<file path="config.mk">
export PLATFORM = sky130hd
export DESIGN_NAME = cache_miss_controller
export DESIGN_NICKNAME = d
export VERILOG_FILES = /design/src/rtl/cache_ctrl_pkg.sv /design/src/rtl/cache_tag_store.sv /design/src/rtl/cache_miss_controller.sv
export SDC_FILE = /design/constraint.sdc
export NUM_CORES = 1
export LEC_CHECK = 0
export BUFFER_PORTS_ARGS = -buffer_cell sky130_fd_sc_hd__buf_2
export CELL_PAD_IN_SITES_DETAIL_PLACEMENT = 1
export CELL_PAD_IN_SITES_GLOBAL_PLACEMENT = 2
export CORE_ASPECT_RATIO = 0.75
export CORE_MARGIN = 5
export CORE_UTILIZATION = 25
export CTS_BUF_LIST = sky130_fd_sc_hd__clkbuf_2
export DETAILED_ROUTE_END_ITERATION = 8
export PLACE_DENSITY_LB_ADDON = 0.1
export RECOVER_POWER = 50
export SLEW_MARGIN = 20
export SYNTH_ARGS = -nofsm -noshare
export SYNTH_HDL_FRONTEND = slang
export SYNTH_SLANG_ARGS = --single-unit
</file>
<file path="constraint.sdc">
create_clock -name clock -period 2.4 [get_ports clock]
set_input_delay 0.48 -clock clock [delete_from_list [all_inputs] [get_ports clock]]
set_output_delay 0.48 -clock clock [all_outputs]
set_load 0.005 [all_outputs]
</file>
<file path="src/rtl/cache_ctrl_pkg.sv">
// Shared definitions for the 2-way, 4-set write-back cache miss controller.
// Holds the FSM state type, the geometry constants and the bit layout of one
// way entry: {valid, lru, dirty, tag[2:0], data[2:0]}.
package cache_ctrl_pkg;

  localparam int unsigned TAG_W    = 3;
  localparam int unsigned IDX_W    = 2;
  localparam int unsigned DATA_W   = 3;
  localparam int unsigned NUM_SETS = 1 << IDX_W;

  // Way-entry layout.
  localparam int unsigned ENTRY_W   = 9;
  localparam int unsigned VALID_BIT = 8;
  localparam int unsigned LRU_BIT   = 7;
  localparam int unsigned DIRTY_BIT = 6;
  localparam int unsigned TAG_LSB   = 3;
  localparam int unsigned DATA_LSB  = 0;

  typedef enum logic [2:0] {
    StIdle,
    StLookup,
    StWb,
    StFetch,
    StFill,
    StDone
  } state_e;

  // Packs one way entry in the layout above.
  function automatic logic [ENTRY_W-1:0] make_entry(input logic              valid,
                                                    input logic              lru,
                                                    input logic              dirty,
                                                    input logic [TAG_W-1:0]  tag,
                                                    input logic [DATA_W-1:0] d);
    return {valid, lru, dirty, tag, d};
  endfunction

endpackage

</file>
<file path="src/rtl/cache_tag_store.sv">
// Tag/state/data array of the cache: NUM_SETS sets x 2 ways of packed entries.
// Ports:
//   clk_i, rst_i     - clock, synchronous active-high clear of every entry
//   rd_idx_i         - set to read; both ways come out combinationally
//   rd_way0_o/1_o    - entries of way 0 / way 1 of that set
//   wr_en_i          - write one way of one set at the next rising edge
//   wr_idx_i/way_i   - set and way being written
//   wr_entry_i       - new entry for that way
module cache_tag_store
  import cache_ctrl_pkg::*;
(
  input  logic               clk_i,
  input  logic               rst_i,
  input  logic [IDX_W-1:0]   rd_idx_i,
  output logic [ENTRY_W-1:0] rd_way0_o,
  output logic [ENTRY_W-1:0] rd_way1_o,
  input  logic               wr_en_i,
  input  logic [IDX_W-1:0]   wr_idx_i,
  input  logic               wr_way_i,
  input  logic [ENTRY_W-1:0] wr_entry_i
);

  logic [NUM_SETS-1:0][1:0][ENTRY_W-1:0] mem_q, mem_d;

  // Every write marks the written way most recent, so the sibling way of the
  // same set loses its LRU bit in the same cycle.
  always_comb begin
    mem_d = mem_q;
    if (wr_en_i) begin
      mem_d[wr_idx_i][wr_way_i]           = wr_entry_i;
      mem_d[wr_idx_i][~wr_way_i][LRU_BIT] = 1'b0;
    end
  end

  always_ff @(posedge clk_i) begin
    if (rst_i) begin
      mem_q <= '0;
    end else begin
      mem_q <= mem_d;
    end
  end

  assign rd_way0_o = mem_q[rd_idx_i][0];
  assign rd_way1_o = mem_q[rd_idx_i][1];

endmodule

</file>
<file path="src/rtl/cache_miss_controller.sv">
// Miss-sequencing controller for the 2-way, 4-set write-back cache.
// Accepts one CPU request at a time, looks it up in the owned tag store and,
// on a miss, writes back a dirty victim, refills from memory and installs.
// Ports:
//   clock, reset       - rising-edge clock, synchronous active-high reset
//   req/wren/address/data - CPU request, sampled when req & ready
//   ready              - high in IDLE only
//   resp_valid         - one-cycle pulse in DONE with dadoParaCPU and hit
//   writeBack          - high in the write-back cycle
//   mem_addr/mem_wdata/mem_wren - main-memory port; mem_rdata one cycle after
module cache_miss_controller #(
  parameter int unsigned TAG_W  = cache_ctrl_pkg::TAG_W,
  parameter int unsigned IDX_W  = cache_ctrl_pkg::IDX_W,
  parameter int unsigned DATA_W = cache_ctrl_pkg::DATA_W
) (
  input  logic                   clock,
  input  logic                   reset,
  input  logic                   req,
  input  logic                   wren,
  input  logic [TAG_W+IDX_W-1:0] address,
  input  logic [DATA_W-1:0]      data,
  output logic                   ready,
  output logic                   resp_valid,
  output logic [DATA_W-1:0]      dadoParaCPU,
  output logic                   hit,
  output logic                   writeBack,
  output logic [TAG_W+IDX_W-1:0] mem_addr,
  output logic [DATA_W-1:0]      mem_wdata,
  output logic                   mem_wren,
  input  logic [DATA_W-1:0]      mem_rdata
);
  import cache_ctrl_pkg::*;

  localparam int unsigned AW = TAG_W + IDX_W;

  state_e            state_q, state_d;
  logic              wren_q, wren_d;
  logic [AW-1:0]     addr_q, addr_d;
  logic [DATA_W-1:0] wdata_q, wdata_d;
  logic              victim_q, victim_d;
  logic              hit_q, hit_d;
  logic [DATA_W-1:0] rdata_q, rdata_d;
  logic [AW-1:0]     mem_addr_q, mem_addr_d;
  logic [DATA_W-1:0] mem_wdata_q, mem_wdata_d;

  logic [TAG_W-1:0]   tag;
  logic [IDX_W-1:0]   idx;
  logic [ENTRY_W-1:0] e0, e1, hit_entry, victim_entry, wr_entry;
  logic               way0_hit, way1_hit, hit_any, hit_way, victim, victim_dirty, wr_en, wr_way;

  assign tag = addr_q[AW-1:IDX_W];
  assign idx = addr_q[IDX_W-1:0];

  cache_tag_store u_store (
    .clk_i     (clock),
    .rst_i     (reset),
    .rd_idx_i  (idx),
    .rd_way0_o (e0),
    .rd_way1_o (e1),
    .wr_en_i   (wr_en),
    .wr_idx_i  (idx),
    .wr_way_i  (wr_way),
    .wr_entry_i(wr_entry)
  );

  // Lookup and victim choice on the latched request.
  always_comb begin
    way0_hit = e0[VALID_BIT] && (e0[TAG_LSB +: TAG_W] == tag);
    way1_hit = e1[VALID_BIT] && (e1[TAG_LSB +: TAG_W] == tag);
    hit_any  = way0_hit || way1_hit;
    hit_way  = !way0_hit;  // way 0 wins a double match
    hit_entry = hit_way ? e1 : e0;
    if (!e0[VALID_BIT])      victim = 1'b0;
    else if (!e1[VALID_BIT]) victim = 1'b1;
    else                     victim = e0[LRU_BIT];  // way with LRU=0
    victim_entry = victim ? e1 : e0;
    victim_dirty = victim_entry[VALID_BIT] && victim_entry[DIRTY_BIT];
  end

  // State register.
  always_ff @(posedge clock) begin
    if (reset) state_q <= StIdle;
    else       state_q <= state_d;
  end

  // Next-state logic.
  always_comb begin
    state_d = state_q;
    unique case (state_q)
      StIdle:   if (req) state_d = StLookup;
      StLookup: state_d = hit_any ? StDone : (victim_dirty ? StWb : StFetch);
      StWb:     state_d = StFetch;
      StFetch:  state_d = StFill;
      StFill:   state_d = StDone;
      StDone:   state_d = StIdle;
      default:  state_d = StIdle;
    endcase
  end

  // Datapath next values and array writes. mem_addr/mem_wdata are loaded on
  // entry to WB/FETCH so they are registered yet valid in those cycles.
  always_comb begin
    wren_d      = wren_q;
    addr_d      = addr_q;
    wdata_d     = wdata_q;
    victim_d    = victim_q;
    hit_d       = hit_q;
    rdata_d     = rdata_q;
    mem_addr_d  = mem_addr_q;
    mem_wdata_d = mem_wdata_q;
    wr_en       = 1'b0;
    wr_way      = 1'b0;
    wr_entry    = '0;
    unique case (state_q)
      StIdle: begin
        if (req) begin
          wren_d  = wren;
          addr_d  = address;
          wdata_d = data;
        end
      end
      StLookup: begin
        hit_d = hit_any;
        if (hit_any) begin
          wr_en    = 1'b1;
          wr_way   = hit_way;
          wr_entry = make_entry(1'b1, 1'b1, wren_q | hit_entry[DIRTY_BIT], tag,
                                wren_q ? wdata_q : hit_entry[DATA_LSB +: DATA_W]);
          rdata_d  = wren_q ? wdata_q : hit_entry[DATA_LSB +: DATA_W];
        end else begin
          victim_d = victim;
          if (victim_dirty) begin
            mem_addr_d  = {victim_entry[TAG_LSB +: TAG_W], idx};
            mem_wdata_d = victim_entry[DATA_LSB +: DATA_W];
          end else begin
            mem_addr_d = addr_q;
          end
        end
      end
      StWb: mem_addr_d = addr_q;
      StFill: begin
        wr_en    = 1'b1;
        wr_way   = victim_q;
        wr_entry = make_entry(1'b1, 1'b1, wren_q, tag, wren_q ? wdata_q : mem_rdata);
        rdata_d  = wren_q ? wdata_q : mem_rdata;
      end
      default: ;
    endcase
  end

  always_ff @(posedge clock) begin
    if (reset) begin
      wren_q      <= 1'b0;
      addr_q      <= '0;
      wdata_q     <= '0;
      victim_q    <= 1'b0;
      hit_q       <= 1'b0;
      rdata_q     <= '0;
      mem_addr_q  <= '0;
      mem_wdata_q <= '0;
    end else begin
      wren_q      <= wren_d;
      addr_q      <= addr_d;
      wdata_q     <= wdata_d;
      victim_q    <= victim_d;
      hit_q       <= hit_d;
      rdata_q     <= rdata_d;
      mem_addr_q  <= mem_addr_d;
      mem_wdata_q <= mem_wdata_d;
    end
  end

  // Outputs: decoded from state or straight from registers.
  always_comb begin
    ready       = (state_q == StIdle);
    resp_valid  = (state_q == StDone);
    writeBack   = (state_q == StWb);
    mem_wren    = (state_q == StWb);
    hit         = hit_q;
    dadoParaCPU = rdata_q;
    mem_addr    = mem_addr_q;
    mem_wdata   = mem_wdata_q;
  end

endmodule

</file>
---- Word level (Yosys, flattened, before mapping) ----
Cells that the tools add are included.
W data, S select, Z words.
storage, ports and cells
  bits in registers ....................... 97
  output and inout bits ................... 16
  word-level logic and storage cells ...... 86
cells by class
  order comparisons ....................... 6
  equal/unequal tests ..................... 10
  mux-type cells .......................... 32
  bitwise operators ....................... 5
  reductions and logical operators ........ 16
operators with widths
  cell                  number
  $and A72 B72 Y72      1
  $bwmux W72            1
  $demux W18 S2         2
  $not A72 Y72          1
  $mux W18              3
  $bmux W18 S2          1
  $mux W9               3
  $demux W9 S1          2
  $pmux W9 S2           1
  $mux W3               5
  $pmux W3 S5           1
  $mux W5               2
  $pmux W5 S2           1
  $mux W8               1
  $reduce_and A2 Y1     4
  $mux W7               1
  $eq A3 B2 Y1 const B  2
  $eq A3 B3 Y1          2
  $eq A3 B3 Y1 const B  2
  $logic_and A1 B1 Y1   6
  $ne A2 B2 Y1 const B  3
  $pmux W3 S2           1
  $mux W1               5
  $lt A1 B2 Y1 const B  2
  other kinds (12)      16

---- Depth between registers and ports, before layout ----
Gate-level depths: netlist of run 1.
  depth after elaboration ................. 16
  depth in mapped cells ................... 9
  gate-level depth less buffers ........... 6

---- Cells and area by module ----
From an unflattened synthesis of run 1, not the netlist that was laid out.
second synthesis, totals
  cells, all modules ...................... 467
  area, all modules ....................... 4835.9 µm²
modules (own cells, without submodules)
  module                 times used  cells an instance  area each (µm²)  sequential area each (µm²)
  cache_tag_store        1           288                3360.7           1441.4
  cache_miss_controller  1           179                1475.2           500.5

---- Worst setup path before layout of run 1 ----
No wires, ideal clock.
  kind .................................... register to register
  start ................................... register addr_q[0]
  end ..................................... register u_store.mem_q[37] (netlist bit)
  setup time .............................. 0.149 ns
  arrival ................................. 2.300 ns
  required time ........................... 2.251 ns
  path slack .............................. -0.048 ns
  stages on the path, launching flop included .. 10
  buffers on the path ..................... 3
  cells stage by stage .................... dfxtp_1 buf_4 mux4_2 xnor2_2 and4_1 buf_4 buf_6 o311a_2 a21oi_1 a211oi_1
on the way
  longest elaborated chain between the ends .. 15
  elaborated cells on any way between the ends .. 33
  those cells by class .................... order compare (4); eq/ne (2); mux (18); bitwise (3); reduce/logical (6)
RTL lines
  item                                                                       RTL line                                                  RTL
  start, declared                                                            cache_miss_controller.sv:38                               logic [AW-1:0] addr_q, addr_d;
  start signal, assigned                                                     cache_miss_controller.sv:163                              addr_q <= addr_d;
  $bmux W18 S2                                                               cache_tag_store.sv:43, cache_tag_store.sv:44
  $mux W18 (not written as such)                                             cache_tag_store.sv:43                                     assign rd_way0_o = mem_q[rd_idx_i][0];
  $eq A3 B3 Y1 (on tied branches)                                            cache_miss_controller.sv:68, cache_miss_controller.sv:69
  $logic_and A1 B1 Y1 (on tied branches)                                     cache_miss_controller.sv:68, cache_miss_controller.sv:69
  $logic_not A1 Y1 / $logic_or A1 B1 Y1 (equally long branches)              cache_miss_controller.sv:71, cache_miss_controller.sv:70
  $mux W1                                                                    cache_miss_controller.sv:124                              if (hit_any) begin
  $pmux W1 S2                                                                cache_miss_controller.sv:114                              unique case (state_q)
  $lt A1 B2 Y1 (not written as such) / $ge A1 B1 Y1 (equally long branches)  cache_tag_store.sv:30                                     mem_d[wr_idx_i][wr_way_i] = wr_entry_i;
  $logic_and A1 B1 Y1 (not written as such)                                  cache_tag_store.sv:30
  $mux W9 (not written as such)                                              cache_tag_store.sv:30
  $demux W9 S1                                                               --
  $mux W18 (not written as such)                                             cache_tag_store.sv:30
  $demux W18 S2                                                              --
  $bwmux W72                                                                 cache_tag_store.sv:30
  $and A72 B72 Y72 (no source line)                                          --
  end signal, assigned                                                       cache_tag_store.sv:39                                     mem_q <= mem_d;
  end, declared                                                              cache_tag_store.sv:23                                     logic [NUM_SETS-1:0][1:0][ENTRY_W-1:0] mem_q, mem_d;
Parallel ways exist; a longest one is shown, timed or not. The select of a mux whose other input is x is not followed.
A chain may end at the register's enable or synchronous reset.

---- Worst setup path after layout of run 1 ----
  start ................................... register addr_q[0]
  end ..................................... register u_store.mem_q[2] (netlist bit)
Same word-level chain as after synthesis.

==> impl_metrics.tcl, run 1 <==
set metrics [dict create \
    dp_hpwl_um 12130 \
    p_total_w 0.003288 \
    swShare_pct 34.88 \
    cts_root_buffer "clkbuf_2" \
    ant_nets 0 \
    drt_wl_total_um 17030 \
    violations "setup timing" \
    clockBufferDepth 2 \
    yosysWarnings 0 \
    slowest_delay_ns 0.56 \
    power_frac_clock_pct 21.9 \
    placedCellCount 769 \
    fin_nets 577 \
    grt_pass1_vias 4334 \
    tritoncts "built" \
    skew_ns 0.02704 \
    synth_ff_type "dfxtp_1" \
    grt_util_met1_pct 24.62 \
    die_w_um 165.1 \
    rsz0062_at_grt "yes" \
    cp_common_cell "buf_12" \
    place_congestion 0.8359 \
    worst_slack_ns -0.1894 \
    r2r_slack_ns -0.19 \
    fin_cells 810 \
    ys_seq_elements 93 \
    synth_top_area_share_pct 41.25 \
    boundaryPins 31 \
    syn2layout_area_growth_pct 51.37 \
    max_slew_margin_pct 56.62 \
    cp.arrival_ns 3.12 \
    p_per_area_mw_per_mm2 481.3 \
    use_met2_pct 24.86 \
    fp.dieH_um 126.4 \
    max-cap-violations 0 \
    numCtsBuffers 9 \
    antenna_found_initial 1 \
    gr-total-overflow 0 \
    yosysTopAreaCell "dfxtp_1" \
    switchingPower_w 0.001147 \
    start_util_pct 25.48 \
    synth_edf_count 0 \
    met3_usage_pct 3.113 \
    grt_start_max_net_pins 48 \
    grt.total_usage_pct 16.60 \
    worst-setup-path-type "reg2reg" \
    internal_power_w 0.002141 \
    wire_per_inst_um 21.02 \
    cts.clk_slew.worst_paths_ns 0.27 \
    routed_via_density 5.060 \
    maxSlewViolCount 0 \
    grt.busiest_layer "met2" \
    ys_types 52 \
    cp_data_required_time_ns 2.93 \
    hold-worst-slack_ns 0.07296 \
    vias 4099 \
    start_kind "flop" \
    hold_viol 0 \
    core_area_mm2 0.01771 \
    synth_area_leaders "dfxtp_1 (41%), mux4_2 (11%), a21oi_1 (6.4%)" \
    most-common-layout-cells "dfxtp_1 (91), buf_4 (58), a21oi_1 (34), nor2_1 (28), buf_2 (28)" \
    min_period_over_period_pct 107.9 \
    crit_chain "buf_12, mux4_2, xnor2_2, and4_1, buf_12, buf_12, o311a_4, a21oi_2, a211oi_2" \
    fmax_ghz 0.3862 \
    design_area_mm2 0.006832 \
    synthCells 448 \
    dpl_cell_area_mm2 0.005562 \
    drt_iter0_drc 192 \
    drc 0 \
    rows 42 \
    place.port_buffers 30 \
    drtPass1Iterations 4 \
    htreeDepth 3 \
    clock_latency_ns 0.60 \
    seq_area_frac_synth_pct 41.25 \
    outcome "complete, but fails checks" \
    critPathMaxFanout 8 \
    setup_violations 77 \
    cts_sinks 93 \
    drive_gt1_share_pct 53.97 \
    seq_power_share_pct 50.3 \
    hp-class "in2reg" \
    worstSetupEndpointType "flop" \
    final_common_cell "dfxtp_1" \
    vdd_ir_drop_max_uv 154.0 \
    syn-num-nets 463 \
    syn_avg_cell_area_um2 10.07 \
    die_area_mm2 0.02087 \
    comb_power_share_pct 27.8 \
    syn_area_mm2 0.004513 \
    fin_crit_ns 2.589 \
    leakage_nw 2.287 \
    worst_pin_slew_ns 0.6507 \
    slowest_stage "mux4_2" \
    grt_pass1_wl_um 26280 \
    synthArstFlopShare_pct 0 \
]
[kinds of logic after synthesis]
family,Yosys count,synth area share [%]
xor+xnor,6,2.162
mux,38,14.89
simple gates,117,13.28
buf+inv,36,3.687
flops,93,41.25
compound gates,158,24.73
[worst paths after layout]
kind                                        start           endpoint  depth (start not counted)
worst max register to register          addr_q[0]   u_store.mem_q[2]                          9
worst min register to register  u_store.mem_q[17]  u_store.mem_q[17]                          2
worst min-delay path                         wren             wren_q                          3
worst max-delay path                    addr_q[0]   u_store.mem_q[2]                          9
[layout make-up]
class	instances	area [um^2]
Antenna cell	1	2.502
Clock buffer	10	50.05
Clock inverter	6	37.54
Fill cell	1968	10880
Inverter	3	11.26
Multi-Input combinational cell	319	3291
Sequential cell	93	1867
Tap cell	242	302.8
Timing Repair Buffer	136	1270
[per-stage QoR]
| stage | utilization [%] | worst slack (ns) | setup TNS (ns) |
|---|---|---|---|
| final | 38.58 | -0.1894 | -9.674 |
| after global routing | 38.56 | -0.2780 | -16.48 |
| after CTS | 36.25 | -0.1718 | -9.263 |
| after detailed placement | 31.40 | -0.3650 | -15.78 |
| after global placement | 31.40 | -0.2564 | -12.44 |
| after floorplan | - | -0.01662 | -0.04252 |
[sequential cells by signal, indices dropped and copies added (netlist names)]
register,count
mem_addr,5
hit,1
wdata_q,3
victim_q,1
u_store.mem_q,68
mem_wdata,3
dadoParaCPU,3
addr_q,5
wren_q,1
state_q,3
[synth_stat cells, types with 9 or more instances]
| master | instances |
|---|---|
| a22o_1 | 9 |
| a21oi_1 | 58 |
| nand2_1 | 27 |
| o21ai_0 | 20 |
| clkbuf_1 | 19 |
| o2bb2ai_1 | 12 |
| dfxtp_1 | 93 |
| nor2_1 | 32 |
| a211oi_1 | 22 |
| mux4_2 | 23 |
| mux2i_1 | 12 |
| nand3_1 | 19 |
[layer usage]
layer	vias to the layer above	share of wire (%)
met3	14	3.7
met5	-	0
li1	1939	-
met1	2087	50
met2	59	45
met4	0	1.2
[critical path: cells and delay by family (launching register included)]
family	cells	cell delay, ns
xor gates and xnor gates	1	0.17
muxes	1	0.56
buffers and inverters	3	0.43
DFF	1	0.43
AOI/OAI and AO/OA	3	0.70
and+or+nand+nor	1	0.23
[power by group through the flow]
stage               combinational, W  sequential [W]  clock, W
floorplan                   0.000406         0.00165         0
global placement            0.000673         0.00168         0
detailed placement          0.000683         0.00168         0
CTS                         0.000848         0.00166  0.000766
global route                0.000982         0.00166  0.000818
finish                      0.000914         0.00165  0.000719
[repair_timing]
item                       in CTS  in global routing
gates cloned                    3                  1
hold endpoints to repair        0                  3
resized for setup             122                 74
setup endpoints to repair      79                 82
pin swaps                      53                 49
hold buffers                    0                  3
buffers inserted               14                  7
Note: power is estimated with default switching activity, not from simulation.
==> run 2, diff against run 1 <==
BUFFER_PORTS_ARGS = not set   (was -buffer_cell sky130_fd_sc_hd__buf_2)
CORE_MARGIN = 8   (was 5)
DONT_BUFFER_PORTS = 1   (was not set)
==> run 2 against run 1 <==
Compared with the run above:
- the run ends with hold timing, setup timing left
- flip-flop and latch count is the same
- sequential share of layout area increased by 0.31 points
- combinational power decreased by 2.5%
- cell count fell by 0.99%
- core utilization down 0.40 points
- die area grew 8.6%
- power decreased by 1.6%
- maximum frequency rose by 1.2%
==> impl_metrics.tcl, run 2 (synthesis results as in run 1) <==
set metrics [dict create \
    outcome "complete, but fails checks" \
    violations "hold timing, setup timing" \
    die_w_um 171.1 \
    tritoncts "built" \
    grt.total_usage_pct 15.45 \
    fmax_ghz 0.3909 \
    antenna_found_initial 0 \
    wire_per_inst_um 21.70 \
    cts_root_buffer "clkbuf_2" \
    holdBufCountCts 9 \
    vdd_ir_drop_max_uv 193.2 \
    dpl_cell_area_mm2 0.005509 \
    vias 4038 \
    place.port_buffers 0 \
    worst-setup-path-type "reg2reg" \
    start_kind "flop" \
    cp.arrival_ns 3.08 \
    cts.clk_slew.worst_paths_ns 0.26 \
    min_period_over_period_pct 106.6 \
    design_area_mm2 0.006740 \
    max_slew_margin_pct 56.85 \
    fin_crit_ns 2.558 \
    numCtsBuffers 9 \
    drive_gt1_share_pct 49.64 \
    most-common-layout-cells "dfxtp_1 (92), buf_4 (79), a21oi_1 (36), buf_6 (28), nor2_1 (27)" \
    top_register "u_store.mem_q" \
    setup_violations 75 \
    worst_slack_ns -0.1579 \
    crit_start "addr_q[0]" \
    placedCellCount 757 \
    clockBufferDepth 2 \
    boundaryPins 31 \
    worstSetupEndpointType "flop" \
    gr-total-overflow 0 \
    critPathMaxFanout 7 \
    clock_latency_ns 0.60 \
    htreeDepth 3 \
    maxSlewViolCount 0 \
    fin_nets 571 \
    worst_pin_slew_ns 0.6472 \
    max-cap-violations 0 \
    dp_hpwl_um 12140 \
    hp-class "in2reg" \
    drtPass1Iterations 4 \
    r2r-start "addr_q[0]" \
    largest_reg_flops 68 \
    grt_start_max_net_pins 82 \
    fp.dieH_um 132.4 \
    fin_cells 802 \
    cts_sinks 93 \
    final.fill_count 1954 \
    setup.worst_path.end "u_store.mem_q[37]" \
    hold-worst-slack_ns -0.09645 \
    skew_ns 0.02082 \
    cp_data_required_time_ns 2.92 \
    syn2layout_area_growth_pct 49.35 \
    ff2ff_path_depth 9 \
    hold_viol 53 \
    place_ws_ns -0.3404 \
    p_per_area_mw_per_mm2 479.9 \
    final_common_cell "dfxtp_1" \
    p_total_w 0.003235 \
    core_area_mm2 0.01766 \
    drt_iter0_drc 241 \
    die_area_mm2 0.02265 \
    rsz0062_at_grt "yes" \
    drc 0 \
    routed_via_density 5.035 \
    grt_pass1_wl_um 26920 \
    drt_wl_total_um 17400 \
    place_congestion 0.8206 \
    start_util_pct 25.56 \
    r2r-end "u_store.mem_q[37]" \
    diodes 0 \
    grt_pass1_vias 4375 \
    rows 42 \
    r2r_slack_ns -0.16 \
    ant_nets 0 \
    leakage_nw 2.295 \
]
-- run 2: changes by cell type in the layout (fill, tap and decap cells not counted), sizes merged --
cell,change
diode,-1
clkinv,+3
dlygate4sd3,+6
buf,-11
clkbuf,-2
clkinvlp,-1
inv,-2
-- run 2: cell type report --
class	instances	area [um^2]	area share (%)
multi-input combinational	319	3183	47.22
sequential	93	1863	27.64
timing repair buffer	130	1304	19.34
tap	242	302.8	4.492
clock buffer	9	45.04	0.6683
clock inverter	6	31.28	0.4641
inverter	3	11.26	0.1671
-- run 2: routing by layer --
layer	up-vias	global-route usage [%]	part of all wire, %
met4	0	2.940	0.71
met5	-	0	0
met2	55	23.89	46
met1	2055	21.36	49
met3	8	3.890	4.3
li1	1920	-	-
-- run 2: report_power, final --
part / internal (W) / switching [W]
Sequential: 0.00159 / 0.0000700
Combinational: 0.000420 / 0.000471
Clock: 0.000121 / 0.000560
Total: 0.00213 / 0.00110
-- run 2: repair_timing --
item / in CTS / in global routing
pin swaps: 44 / 48
gates cloned: 3 / 3
setup buffers: 12 / 8
resized for setup: 104 / 78
hold endpoints to repair: 70 / 60
setup endpoints to repair: 77 / 80
-- run 2: worst max-delay path, cell delays in order, from the launching register on --
cell and delay [ns]:
dfxtp_2 0.42, buf_6 0.14, mux4_2 0.57, xnor2_4 0.19, buf_6 0.15, a41oi_4 0.23
a21boi_2 0.22, buf_6 0.20, nor2_2 0.11, a211oi_1 0.24
-- run 2: through the flow --
step / setup TNS (ns) / util, %
after floorplan: -0.04252 / -
final: -6.900 / 38.17
after CTS: -6.762 / 35.71
after global routing: -11.49 / 38.17
after detailed placement: -12.89 / 31.20
after global placement: -9.818 / 31.20
-- run 2: worst min-delay path by stage --
stage                                  from           endpoint  slack [ns]  cells after the start
after floorplan           u_store.mem_q[45]  u_store.mem_q[45]        0.43                      1
after global placement    u_store.mem_q[33]  u_store.mem_q[33]        0.44                      1
after detailed placement  u_store.mem_q[33]  u_store.mem_q[33]        0.45                      1
after CTS                             reset  u_store.mem_q[61]       -0.17                      1
after global routing                  reset  u_store.mem_q[69]       -0.20                      1
final                                 reset  u_store.mem_q[69]        -0.1                      1
==> run 3, diff against run 2 <==
==> constraint.sdc (replaced) <==
create_clock -name clock -period 2.4 [get_ports clock]
set_input_delay 0.6 -clock clock [delete_from_list [all_inputs] [get_ports clock]]
set_output_delay 0.6 -clock clock [all_outputs]
set_load 0.005 [all_outputs]
==> run 3 against run 2 <==
Compared with the run above:
- the flow finishes with violations (setup timing)
- cell count is 0.12% higher
- worst hold slack gained 0.20 ns
- clock skew increased by 0.00051 ns
- core utilization up 0.15 points
- clock-buffer cell count is the same
- global-route usage barely moved
- combinational power up 3.0%
- non-clock buffer count grew 1
- maximum frequency barely moved
- wire length increased by 1.7%
- final area grew 0.39%
- critical endpoint is now u_store.mem_q[40]
- highest routed layer unchanged
==> impl_metrics.tcl, run 3 (synthesis results as in run 1) <==
set metrics [dict create \
    p_per_area_mw_per_mm2 481.7 \
    cts_root_buffer "clkbuf_2" \
    most-common-layout-cells "dfxtp_1 (92), buf_4 (79), a21oi_1 (36), buf_6 (28), nor2_1 (27)" \
    drt_wl_total_um 17690 \
    vias 4070 \
    numCtsBuffers 9 \
    fin_nets 572 \
    final_common_cell "dfxtp_1" \
    routed_via_density 5.068 \
    drtPass1Iterations 4 \
    max_slew_margin_pct 56.95 \
    cp.arrival_ns 3.09 \
    die_w_um 171.1 \
    grt_pass1_vias 4362 \
    rows 42 \
    clock_latency_ns 0.60 \
    p_total_w 0.003259 \
    hp-class "in2reg" \
    place.port_buffers 0 \
    hold_depth 1 \
    clockBufferDepth 2 \
    top_register "u_store.mem_q" \
    outcome "complete, but fails checks" \
    fp.dieH_um 132.4 \
    syn2layout_area_growth_pct 49.93 \
    rsz0062_at_grt "yes" \
    htreeDepth 3 \
    final.fill_count 1951 \
    core_area_mm2 0.01766 \
    maxSlewViolCount 0 \
    cp_data_required_time_ns 2.93 \
    setup_violations 76 \
    placedCellCount 757 \
    ant_nets 0 \
    worstSetupEndpointType "flop" \
    dpl_cell_area_mm2 0.005509 \
    hp-start "reset" \
    hold-worst-slack_ns 0.09901 \
    largest_reg_flops 68 \
    r2r-start "addr_q[0]" \
    vdd_ir_drop_max_uv 193.2 \
    r2r_slack_ns -0.16 \
    drt_iter0_drc 241 \
    worst_slack_ns -0.1566 \
    whs_endpoint "addr_q[0]" \
    worst-setup-path-type "reg2reg" \
    drive_gt1_share_pct 49.55 \
    fin_crit_ns 2.557 \
    design_area_mm2 0.006766 \
    fin_cells 803 \
    drc 0 \
    dp_hpwl_um 12140 \
    grt_pass1_wl_um 26900 \
    max-cap-violations 0 \
    fmax_ghz 0.3911 \
    grt.total_usage_pct 15.44 \
    grt_start_max_net_pins 82 \
    min_period_over_period_pct 106.5 \
    antenna_found_initial 0 \
    place_congestion 0.8206 \
    start_util_pct 25.56 \
    skew_ns 0.02133 \
    worst_pin_slew_ns 0.6458 \
    cts_sinks 93 \
    wire_per_inst_um 22.03 \
    ff2ff_path_depth 10 \
    leakage_nw 2.304 \
    r2r-end "u_store.mem_q[40]" \
    die_area_mm2 0.02265 \
    cts.clk_slew.worst_paths_ns 0.24 \
    diodes 0 \
    hold_viol 0 \
    start_kind "flop" \
    critPathMaxFanout 7 \
    boundaryPins 31 \
    tritoncts "built" \
    gr-total-overflow 0 \
    violations "setup timing" \
]
==> run 3: changes by cell type in the layout (fill, tap and decap cells not counted) <==
cell	previous run	this run
and2_0	0	1
and2_2	1	0
buf_16	2	3
==> run 3: power breakdown <==
group	leakage (nW)	switching (W)	internal, W
Sequential	0.752	0.0000695	0.00159
Clock	0.0564	0.000558	0.000121
Combinational	1.50	0.000494	0.000423
Total	2.30	0.00112	0.00214
==> run 3: per-layer routing <==
layer  vias to the layer above  GRT usage, %  share of wire [%]
met5                         -             0                  0
met4                         0         2.843               0.80
met1                      2078         21.41                 49
met2                        58         23.93                 46
met3                        10         3.770                3.6
li1                       1924             -                  -
==> run 3: layout make-up <==
| class | count | area [um^2] | share of cell area (%) |
|---|---|---|---|
| multi-input combinational | 319 | 3182 | 47.02 |
| sequential | 93 | 1863 | 27.53 |
| timing repair buffer | 131 | 1331 | 19.67 |
| tap | 242 | 302.8 | 4.475 |
| clock buffer | 9 | 45.04 | 0.6657 |
| clock inverter | 6 | 31.28 | 0.4623 |
| inverter | 3 | 11.26 | 0.1664 |
==> run 3: what timing repair did <==
action	in CTS	in global routing
resized for setup	104	77
setup endpoints to repair	77	79
hold buffers	8	2
pin swaps	44	48
cloned	3	3
buffers inserted	12	8
hold endpoints to repair	68	56
==> run 3: through the flow <==
| step | util (%) | worst slack, ns | setup TNS, ns |
|---|---|---|---|
| after floorplan | - | -0.01662 | -0.04252 |
| after global placement | 31.20 | -0.2662 | -9.818 |
| after detailed placement | 31.20 | -0.3404 | -12.89 |
| after CTS | 35.65 | -0.1663 | -6.762 |
| after global routing | 38.32 | -0.2187 | -11.73 |
| final | 38.32 | -0.1566 | -7.051 |
==> run 3: worst max-delay path, cell delays in order (launching register included) <==
cell       delay, ns
dfxtp_2         0.42
buf_6           0.14
mux4_2          0.57
xnor2_4         0.19
buf_6           0.15
a41oi_4         0.23
a21boi_2        0.22
buf_6           0.21
clkbuf_16       0.19
o21ai_2         0.05
a21oi_1         0.13
==> run 3: how the worst max path moves through the flow <==
stage	startpoint	end	slack, ns	cells after the start
after floorplan	addr_q[0]	u_store.mem_q[2]	-0.02	9
after global placement	addr_q[0]	u_store.mem_q[31]	-0.27	9
after detailed placement	addr_q[0]	u_store.mem_q[32]	-0.34	9
after CTS	addr_q[0]	u_store.mem_q[9]	-0.17	9
after global routing	addr_q[0]	u_store.mem_q[36]	-0.22	7
final	addr_q[0]	u_store.mem_q[40]	-0.16	10
